## config.mk

```make
export PLATFORM = sky130hd
export DESIGN_NAME = dmem_arbiter
export DESIGN_NICKNAME = d
export VERILOG_FILES = /design/src/rtl/dmem_arb_pkg.sv /design/src/rtl/dmem_arb_starve_cnt.sv /design/src/rtl/dmem_arbiter.sv
export SDC_FILE = /design/constraint.sdc
export NUM_CORES = 1
export LEC_CHECK = 0
export BUFFER_PORTS_ARGS = -buffer_cell sky130_fd_sc_hd__buf_2
export CORE_MARGIN = 5
export CORE_UTILIZATION = 26
export CTS_CLUSTER_DIAMETER = 80
export DETAILED_ROUTE_END_ITERATION = 8
export PLACE_DENSITY = 0.76
export SLEW_MARGIN = 25
export SYNTH_ARGS = -nofsm -noshare
export SYNTH_HDL_FRONTEND = slang
export SYNTH_SLANG_ARGS = --single-unit
```

## constraint.sdc

```tcl
create_clock -name clk -period 0.9 [get_ports clk]
set_input_delay 0.135 -clock clk [delete_from_list [all_inputs] [get_ports clk]]
set_output_delay 0.135 -clock clk [all_outputs]
set_load 0.03 [all_outputs]
```

## src/rtl/dmem_arb_pkg.sv

```systemverilog
// dmem_arb_pkg: shared types and constants for the data-memory arbiter.
package dmem_arb_pkg;
  typedef enum logic [1:0] {S_IDLE, S_CPU_RD, S_DBG_RD} dmem_arb_state_t;
  typedef enum logic {SRC_CPU, SRC_DBG} arb_src_t;
  localparam int STARVE_CNT_W = 4;
endpackage

```

## src/rtl/dmem_arb_starve_cnt.sv

```systemverilog
// dmem_arb_starve_cnt: counts lost debug arbitrations and flags when debug must be forced through.
module dmem_arb_starve_cnt
  import dmem_arb_pkg::*;
#(
  parameter int DBG_MAX_WAIT = 4
) (
  input  logic clk,
  input  logic reset,
  input  logic lose_i,
  input  logic clr_i,
  output logic sat_o
);
  logic [STARVE_CNT_W-1:0] cnt_q, cnt_d;
  always_comb cnt_d = clr_i ? '0 : lose_i ? cnt_q + 1'b1 : cnt_q;
  always_ff @(posedge clk) begin
    if (reset) cnt_q <= '0;
    else cnt_q <= cnt_d;
  end
  assign sat_o = cnt_q == STARVE_CNT_W'(DBG_MAX_WAIT);
endmodule

```

## src/rtl/dmem_arbiter.sv

```systemverilog
// dmem_arbiter: shares the data memory between the CPU MEM stage and a debug port.
// Optional anti-starvation for debug is enabled by defining DMEM_ARB_STARVE_EN.
module dmem_arbiter
  import dmem_arb_pkg::*;
#(
  parameter int ADDR_W       = 8,
  parameter int DATA_W       = 8,
  parameter int DBG_MAX_WAIT = 4
) (
  input  logic              clk,
  input  logic              reset,
  input  logic              cpu_req,
  input  logic              cpu_we,
  input  logic [ADDR_W-1:0] cpu_addr,
  input  logic [DATA_W-1:0] cpu_wdata,
  output logic [DATA_W-1:0] cpu_rdata,
  output logic              cpu_stall,
  input  logic              dbg_req,
  input  logic              dbg_we,
  input  logic [ADDR_W-1:0] dbg_addr,
  input  logic [DATA_W-1:0] dbg_wdata,
  output logic              dbg_gnt,
  output logic              dbg_rvalid,
  output logic [DATA_W-1:0] dbg_rdata,
  output logic              mem_en,
  output logic              mem_we,
  output logic [ADDR_W-1:0] mem_addr,
  output logic [DATA_W-1:0] mem_wdata,
  input  logic [DATA_W-1:0] mem_rdata
);
  dmem_arb_state_t state_q, state_d;
  arb_src_t src;
  logic idle, starve_sat, dbg_win, issue, win_we, en;
  always_comb begin
    idle    = state_q == S_IDLE;
    dbg_win = dbg_req && (!cpu_req || starve_sat);
    src     = dbg_win ? SRC_DBG : SRC_CPU;
    issue   = idle && (cpu_req || dbg_req);
    win_we  = (src == SRC_DBG) ? dbg_we : cpu_we;
  end
`ifdef DMEM_ARB_STARVE_EN
  dmem_arb_starve_cnt #(.DBG_MAX_WAIT(DBG_MAX_WAIT)) u_starve (
    .clk   (clk),
    .reset (reset),
    .lose_i(dbg_req && idle && !dbg_win),
    .clr_i (!dbg_req || (idle && dbg_win)),
    .sat_o (starve_sat)
  );
`else
  assign starve_sat = 1'b0 && (DBG_MAX_WAIT != 0);
`endif
  always_ff @(posedge clk) begin
    if (reset) state_q <= S_IDLE;
    else state_q <= state_d;
  end
  always_comb
    state_d = (issue && !win_we) ? ((src == SRC_DBG) ? S_DBG_RD : S_CPU_RD) : S_IDLE;
  // Everything is gated by reset so an in-flight read is silently dropped.
  always_comb begin
    en         = !reset && issue;
    mem_en     = en;
    mem_we     = en && win_we;
    mem_addr   = !en ? '0 : (src == SRC_DBG) ? dbg_addr : cpu_addr;
    mem_wdata  = !en ? '0 : (src == SRC_DBG) ? dbg_wdata : cpu_wdata;
    dbg_gnt    = !reset && idle && dbg_win;
    dbg_rvalid = !reset && state_q == S_DBG_RD;
    cpu_stall  = !reset && cpu_req && (idle ? (dbg_win || !cpu_we) : state_q == S_DBG_RD);
    cpu_rdata  = mem_rdata;
    dbg_rdata  = mem_rdata;
  end
endmodule
```

## Word-level counts from Yosys, hierarchy flattened

Cells that the tools add are included.

- Register bits after elaboration: 2
- Bits of input ports: 46
- Output and inout bits: 37
- Word-level logic and storage cells: 29

- Equality and inequality tests: 1
- Multiplexer cells: 8
- Bitwise logic cells: 1
- Reductions and logical operators: 18

Operator list:

| operator | number |
|---|---|
| 8-bit 2-to-1 mux | 4 |
| 1-bit logical AND | 10 |
| 1-bit logical NOT | 4 |
| 1-bit 2-to-1 mux | 3 |
| 2-bit equality test, second input constant | 1 |
| 2-bit logical NOT | 1 |
| 1-bit logical OR | 2 |
| 2-bit 2-to-1 mux | 1 |
| 2-bit OR reduction | 1 |
| 1-bit NOT | 1 |

## Depth between registers and ports, before layout

Gate-level depths: netlist of the first run.

- Depth in word-level cells: 8
- Depth in mapped cells: 5
- Depth with buffers taken out: 3

## Least setup slack after synthesis of the first run

Ideal clock, no wire load.

- Path kind: register -> output
- Start point: reg state_q[1]
- End point: out cpu_stall
- Data arrival time: 1.446 ns
- Data required time: 0.765 ns
- Slack: -0.681 ns
- Stages on the path, launching flop included: 3
- Path buffers: 0
- Cell sequence: dfxtp_1 nor2b_1 nor4b_1

- Word-level cells in the longest chain between the ends: 3
- Elaborated cells between the ends (all ways): 4
- Those cells by class: eq/ne (1); mux (1); reduce/logical (2)

Ends and longest elaborated chain:

| element | RTL line | source |
|---|---|---|
| from (decl) | dmem_arbiter.sv:31 | `dmem_arb_state_t state_q, state_d;` |
| from (signal assigned) | dmem_arbiter.sv:54 | `else state_q <= state_d;` |
| 2-bit equality test / 2-bit logical NOT (equally long branches) | dmem_arbiter.sv:67, dmem_arbiter.sv:35 |  |
| 1-bit 2-to-1 mux * | dmem_arbiter.sv:67 | `cpu_stall = !reset && cpu_req && (idle ? (dbg_win \|\| !cpu_we) : state_q == S_DBG_RD);` |
| 1-bit logical AND * | dmem_arbiter.sv:67 |  |
| to (decl) | dmem_arbiter.sv:17 | `output logic cpu_stall,` |

Every way passes the cells marked *; elsewhere a longest branch is shown, timed or not.

## Worst setup path after layout of the first run

- Start point: reg state_q[0]
- End point: out mem_we

- Word-level cells in the longest chain between the ends: 4

Ends and longest elaborated chain:

| element | RTL line | source |
|---|---|---|
| 2-bit logical NOT | dmem_arbiter.sv:35 | `idle = state_q == S_IDLE;` |
| 1-bit logical AND | dmem_arbiter.sv:38 | `issue = idle && (cpu_req \|\| dbg_req);` |
| 1-bit logical AND | dmem_arbiter.sv:60 | `en = !reset && issue;` |
| 1-bit logical AND | dmem_arbiter.sv:62 | `mem_we = en && win_we;` |
| to (decl) | dmem_arbiter.sv:26 | `output logic mem_we,` |

Every way passes these cells.

==> out/metrics.csv, run 1 <==
metric,value,unit
run_status,"finished, violations left",
violations,setup timing,
antenna_cells,0,
postCtsHoldBufs,0,
routedWlPerCell,13.6,µm
clock-sinks,2,
final_util,56.4,%
num_vias,744,
layout_commonest_cell,buf_2,
slew-limit-headroom,86.2,%
reg_top3,state_q (2),
worstSetupStartpointType,flip-flop,
floorplan.die.width,55.9,µm
antenna_found_initial,0,
dieArea,3120,µm²
cts_tree,built,
setup_viol,23,
setup_tns,-10.96,ns
grt_use_total,13.9,%
clk_pin_slew_worst_paths,0.03,ns
hold_path.class,primary input to flip-flop,
core_area,1980,µm²
h-tree-depth,1,
critPathRequiredTime,0.76,ns
fin_worst_skew,0.000225,ns
drt-total-wl,2.21,mm
p_leak,0.000522,µW
drtAntennaViolNets,0,
grt_pass1_vias,788,
first_pass_iters,4,
end_kind,output pin,
final_cell_mix,"buf_2 (37), nand2_1 (34), buf_6 (21)",
cts_root_buf,clkbuf_4,
hold_slack,0.0704,ns
drive_above_1_share,71.3,%
finalCriticalPeriod,1.46,ns
crit_chain,"nor3_4, o21ai_4, buf_12, a21oi_4, buf_6",
max_freq,686,MHz
grt_first_pass_wirelength,3.46,mm
largest-register,state_q,
power.density,835,nW/µm²
yosys_warnings,0,
fin_crit_sh,162,%
drt_iter0_drc,10,
design.final.nets,184,
ys_ff_latch,2,
cts_inserted_buffers,3,
yosysSeqAreaShare,7.32,%
layoutNonFillerInstCount,163,
slowest_delay,0.32,ns
area_growth,104,%
dpl.cell_count,160,
portBuffers,58,
dp_hpwl,1.66,mm
worstMarginPinSlew,0.206,ns
final-hold-violation-count,0,
synth.avg_cell_area,6.43,µm²
num_io_pins,83,
die_y,55.9,µm
yosysUniqueCellTypes,15,
cp_max_fo,12,
worstPathArrival,1.32,ns
start_util,27.6,%
drv_cap,0,
rows,16,
critical-path-slowest-cell,dfxtp_2,
setup_slack,-0.559,ns
gr-total-overflow,0,
grt_max_degree,18,
clk_latency,0.23,ns
grt_setup_unrepaired,true,
peakVddDrop,545,µV
report.final.slew_viol_count,0,
path_class,flip-flop to output pin,
synthCells,85,
synth_nets,131,
place_ws,-0.375,ns
drc_errors,0,
gp_congestion,0.796,
cts_max_path_buffers,2,
synth_area,547,µm²
largest_reg_flops,2,
routed_via_density,4.56,
-- what timing repair did --
item | in CTS | in global routing
endpoints found under the setup margin | 23 | 23
pin swaps | 1 | 0
resized for setup | 48 | 1
endpoints found under the hold margin | 0 | 0
setup buffers | 1 | 0
-- layer usage --
layer  routed length (µm)  global-route usage, %  vias to the layer above
met5                    0                      0                        -
met2                 1050                   25.2                       52
met3                  318                   6.03                       17
met4                   63                   6.78                        0
met1                  776                   13.3                      314
li1                     -                      -                      361
-- stage by stage --
| stage | total power (µW) | area, µm² |
|---|---|---|
| final | 933 | 1120 |
| after global routing | 981 | 1120 |
| after CTS | 939 | 1110 |
| after detailed placement | 619 | 923 |
| after global placement | 606 | 923 |
| after floorplan | 562 | 669 |
-- cells in the mapped netlist --
cell      number  share of area [%]
o21ai_2        1                1.6
buf_4         18                 25
nand2b_1       1                1.1
nor2b_1        3                3.4
nor3b_1        1                1.4
and3b_2        1                1.8
a21oi_1        7                6.4
a21oi_2       10                 16
nand2_1       34                 23
dfxtp_1        2                7.3
buf_6          3                6.2
nor4b_1        1                1.6
nor3_4         1                3.0
inv_1          1               0.69
and2_2         1                1.4
-- path summary, 6_finish.rpt --
path / to / slack, ns / start / depth (start not counted)
setup reg to reg: state_q[1]$_SDFF_PP0_ / -0.11 / state_q[0]$_SDFF_PP0_ / 4
hold reg to reg: state_q[0]$_SDFF_PP0_ / 0.75 / state_q[0]$_SDFF_PP0_ / 3
hold / removal: state_q[1]$_SDFF_PP0_ / 0.07 / dbg_we / 2
setup / recovery: mem_we / -0.56 / state_q[0]$_SDFF_PP0_ / 5
-- critical path, delay by kind of cell, from the launching register on --
| family | cells | cell delay (ns) |
|---|---|---|
| AND/OR/NAND/NOR | 1 | 0.22 |
| flip-flops | 1 | 0.32 |
| AO/OA/AOI/OAI | 2 | 0.23 |
| buffers and inverters | 2 | 0.31 |
-- logic make-up after synthesis --
logic type | count (synthesis) | synth area share, %
and+or+nand+nor | 43 | 37.1
buffers and inverters | 22 | 31.6
AOI/OAI and AO/OA | 18 | 24.0
DFF | 2 | 7.32
-- power by group --
part,switching (µW),internal [µW]
Clock,64.1,148
Combinational,339,285
Sequential,3.63,93.1
Total,407,526
-- final cells by class --
| cell class | count | area, µm² |
|---|---|---|
| inverters | 1 | 3.75 |
| flip-flops and latches | 2 | 42.5 |
| repair buffers | 69 | 529 |
| clock buffers | 3 | 22.5 |
| multi-input cells | 61 | 485 |
| well taps | 27 | 33.8 |
| fillers | 174 | 865 |
No activity file was read; power rests on OpenSTA's default activity.
==> run 2: changes to the inputs <==
Settings changed: BUFFER_PORTS_ARGS -buffer_cell sky130_fd_sc_hd__buf_2 to unset, CORE_AREA set to 5 5 42 44, CORE_MARGIN 5 to unset, CORE_UTILIZATION 26 to unset, DIE_AREA set to 0 0 47 49, DONT_BUFFER_PORTS set to 1, PLACE_DENSITY 0.76 to unset, REMOVE_ABC_BUFFERS set to 1, SETUP_SLACK_MARGIN set to 0.1.
==> out/metrics.csv, run 2 (synthesis results as in run 1) <==
metric,value,unit
place_ws,-0.319,ns
grt_max_degree,19,
worstMarginPinSlew,0.202,ns
worstSetupStartpointType,flip-flop,
finalCriticalPeriod,1.47,ns
grt_setup_unrepaired,true,
clk_pin_slew_worst_paths,0.03,ns
num_vias,605,
final_cell_mix,"nand2_1 (34), buf_6 (19), a21oi_2 (15)",
first_pass_iters,3,
grt_pass1_vias,617,
end_kind,output pin,
cts_root_buf,clkbuf_4,
floorplan.die.width,47,µm
clock-sinks,2,
setup_tns,-10.42,ns
drv_cap,0,
power.density,940,nW/µm²
cp_max_fo,18,
dieArea,2300,µm²
drt-total-wl,1.79,mm
dp_hpwl,1.31,mm
largest_reg_flops,2,
stdcell_area,811,µm²
drive_above_1_share,58.3,%
seq_area,42.5,µm²
cts_tree,built,
layout_commonest_cell,nand2_1,
antenna_cells,0,
critical-path-slowest-cell,dfxtp_2,
num_io_pins,83,
drc_errors,0,
total_power,762,µW
die_y,49,µm
portBuffers,0,
core_area,1400,µm²
slew-limit-headroom,86.5,%
antenna_found_initial,0,
setup_slack,-0.568,ns
run_status,"finished, violations left",
slowest_delay,0.32,ns
routedWlPerCell,16.0,µm
area_growth,48.3,%
crit_chain,"nor3_4, o21ai_2, buf_12, a21oi_1, buf_4",
largest-register,state_q,
critPathRequiredTime,0.76,ns
path_class,flip-flop to output pin,
clk_latency,0.23,ns
gp_congestion,0.648,
final-hold-violation-count,0,
hold_path.class,primary input to flip-flop,
h-tree-depth,1,
max_freq,681,MHz
routed_via_density,5.40,
start_util,39.0,%
grt_first_pass_wirelength,2.70,mm
fillers,136,
setup_viol,22,
violations,setup timing,
drt_iter0_drc,8,
cts_max_path_buffers,2,
grt_use_total,16.1,%
peakVddDrop,440,µV
rows,14,
report.final.slew_viol_count,0,
fin_worst_skew,0.00208,ns
place_area,631,µm²
fin_crit_sh,163,%
drtAntennaViolNets,0,
cts_inserted_buffers,3,
gr-total-overflow,0,
reg_top3,state_q (2),
p_leak,0.000355,µW
design.final.nets,144,
multi_input_area,393,µm²
worstPathArrival,1.33,ns
run 2: cell types whose count changed in the layout (fill, tap and decap cells not counted), sizes merged:
cell         before  now
buf              69   28
dlygate4sd3       0    1
run 2: repair_timing:
action,4_1_cts,5_1_grt
hold buffers,1,0
resized for setup,24,10
buffers inserted,2,0
pin swaps,2,2
endpoints found under the hold margin,1,0
setup endpoints to repair,22,23
run 2: stage by stage:
| step | cells | hold WS, ns | utilization, % |
|---|---|---|---|
| floorplan | 64 | 0.207 | - |
| global placement | 106 | 0.209 | 45.0 |
| detailed placement | 106 | 0.210 | 45.0 |
| CTS | 112 | 0.0845 | 54.6 |
| global route | 112 | 0.0891 | 57.9 |
| finish | 112 | 0.102 | 57.9 |
run 2: cell type report:
| type | instances | share of cell area [%] |
|---|---|---|
| inverter | 1 | 0.463 |
| tap | 16 | 2.47 |
| sequential | 2 | 5.25 |
| timing repair buffer | 29 | 40.6 |
| clock buffer | 3 | 2.78 |
| multi-input combinational | 61 | 48.5 |
run 2: worst max-delay path, delay by kind of cell, from the launching register on:
kind / cells / cell delay (ns)
AOI/OAI and AO/OA: 2 / 0.24
buffers and inverters: 2 / 0.35
DFF: 1 / 0.32
and+or+nand+nor: 1 / 0.20
run 2: final timing paths:
path / start / end / slack, ns / depth (start not counted)
worst max register to register: state_q[0]$_SDFF_PP0_ / state_q[1]$_SDFF_PP0_ / -0.08 / 4
worst min-delay path: cpu_req / state_q[0]$_SDFF_PP0_ / 0.10 / 1
worst max-delay path: state_q[0]$_SDFF_PP0_ / mem_addr[0] / -0.57 / 5
worst min register to register: state_q[1]$_SDFF_PP0_ / state_q[0]$_SDFF_PP0_ / 0.73 / 3
run 2: layer usage:
layer,wire length [µm],track usage [%],part of all wire (%),vias up
li1,-,-,-,279
met1,541,16.6,30,258
met2,888,22.9,50,63
met3,326,12.5,18,5
met4,35,8.29,2.0,0
met5,0,0,0,-
run 2: where the power goes:
part,switching [µW],total [µW],leakage (µW),internal (µW)
combinational,261,464,0.000324,203
clock,54.3,202,0.0000138,147
sequential,3.04,96.2,0.0000172,93.2
total,318,762,0.000355,443
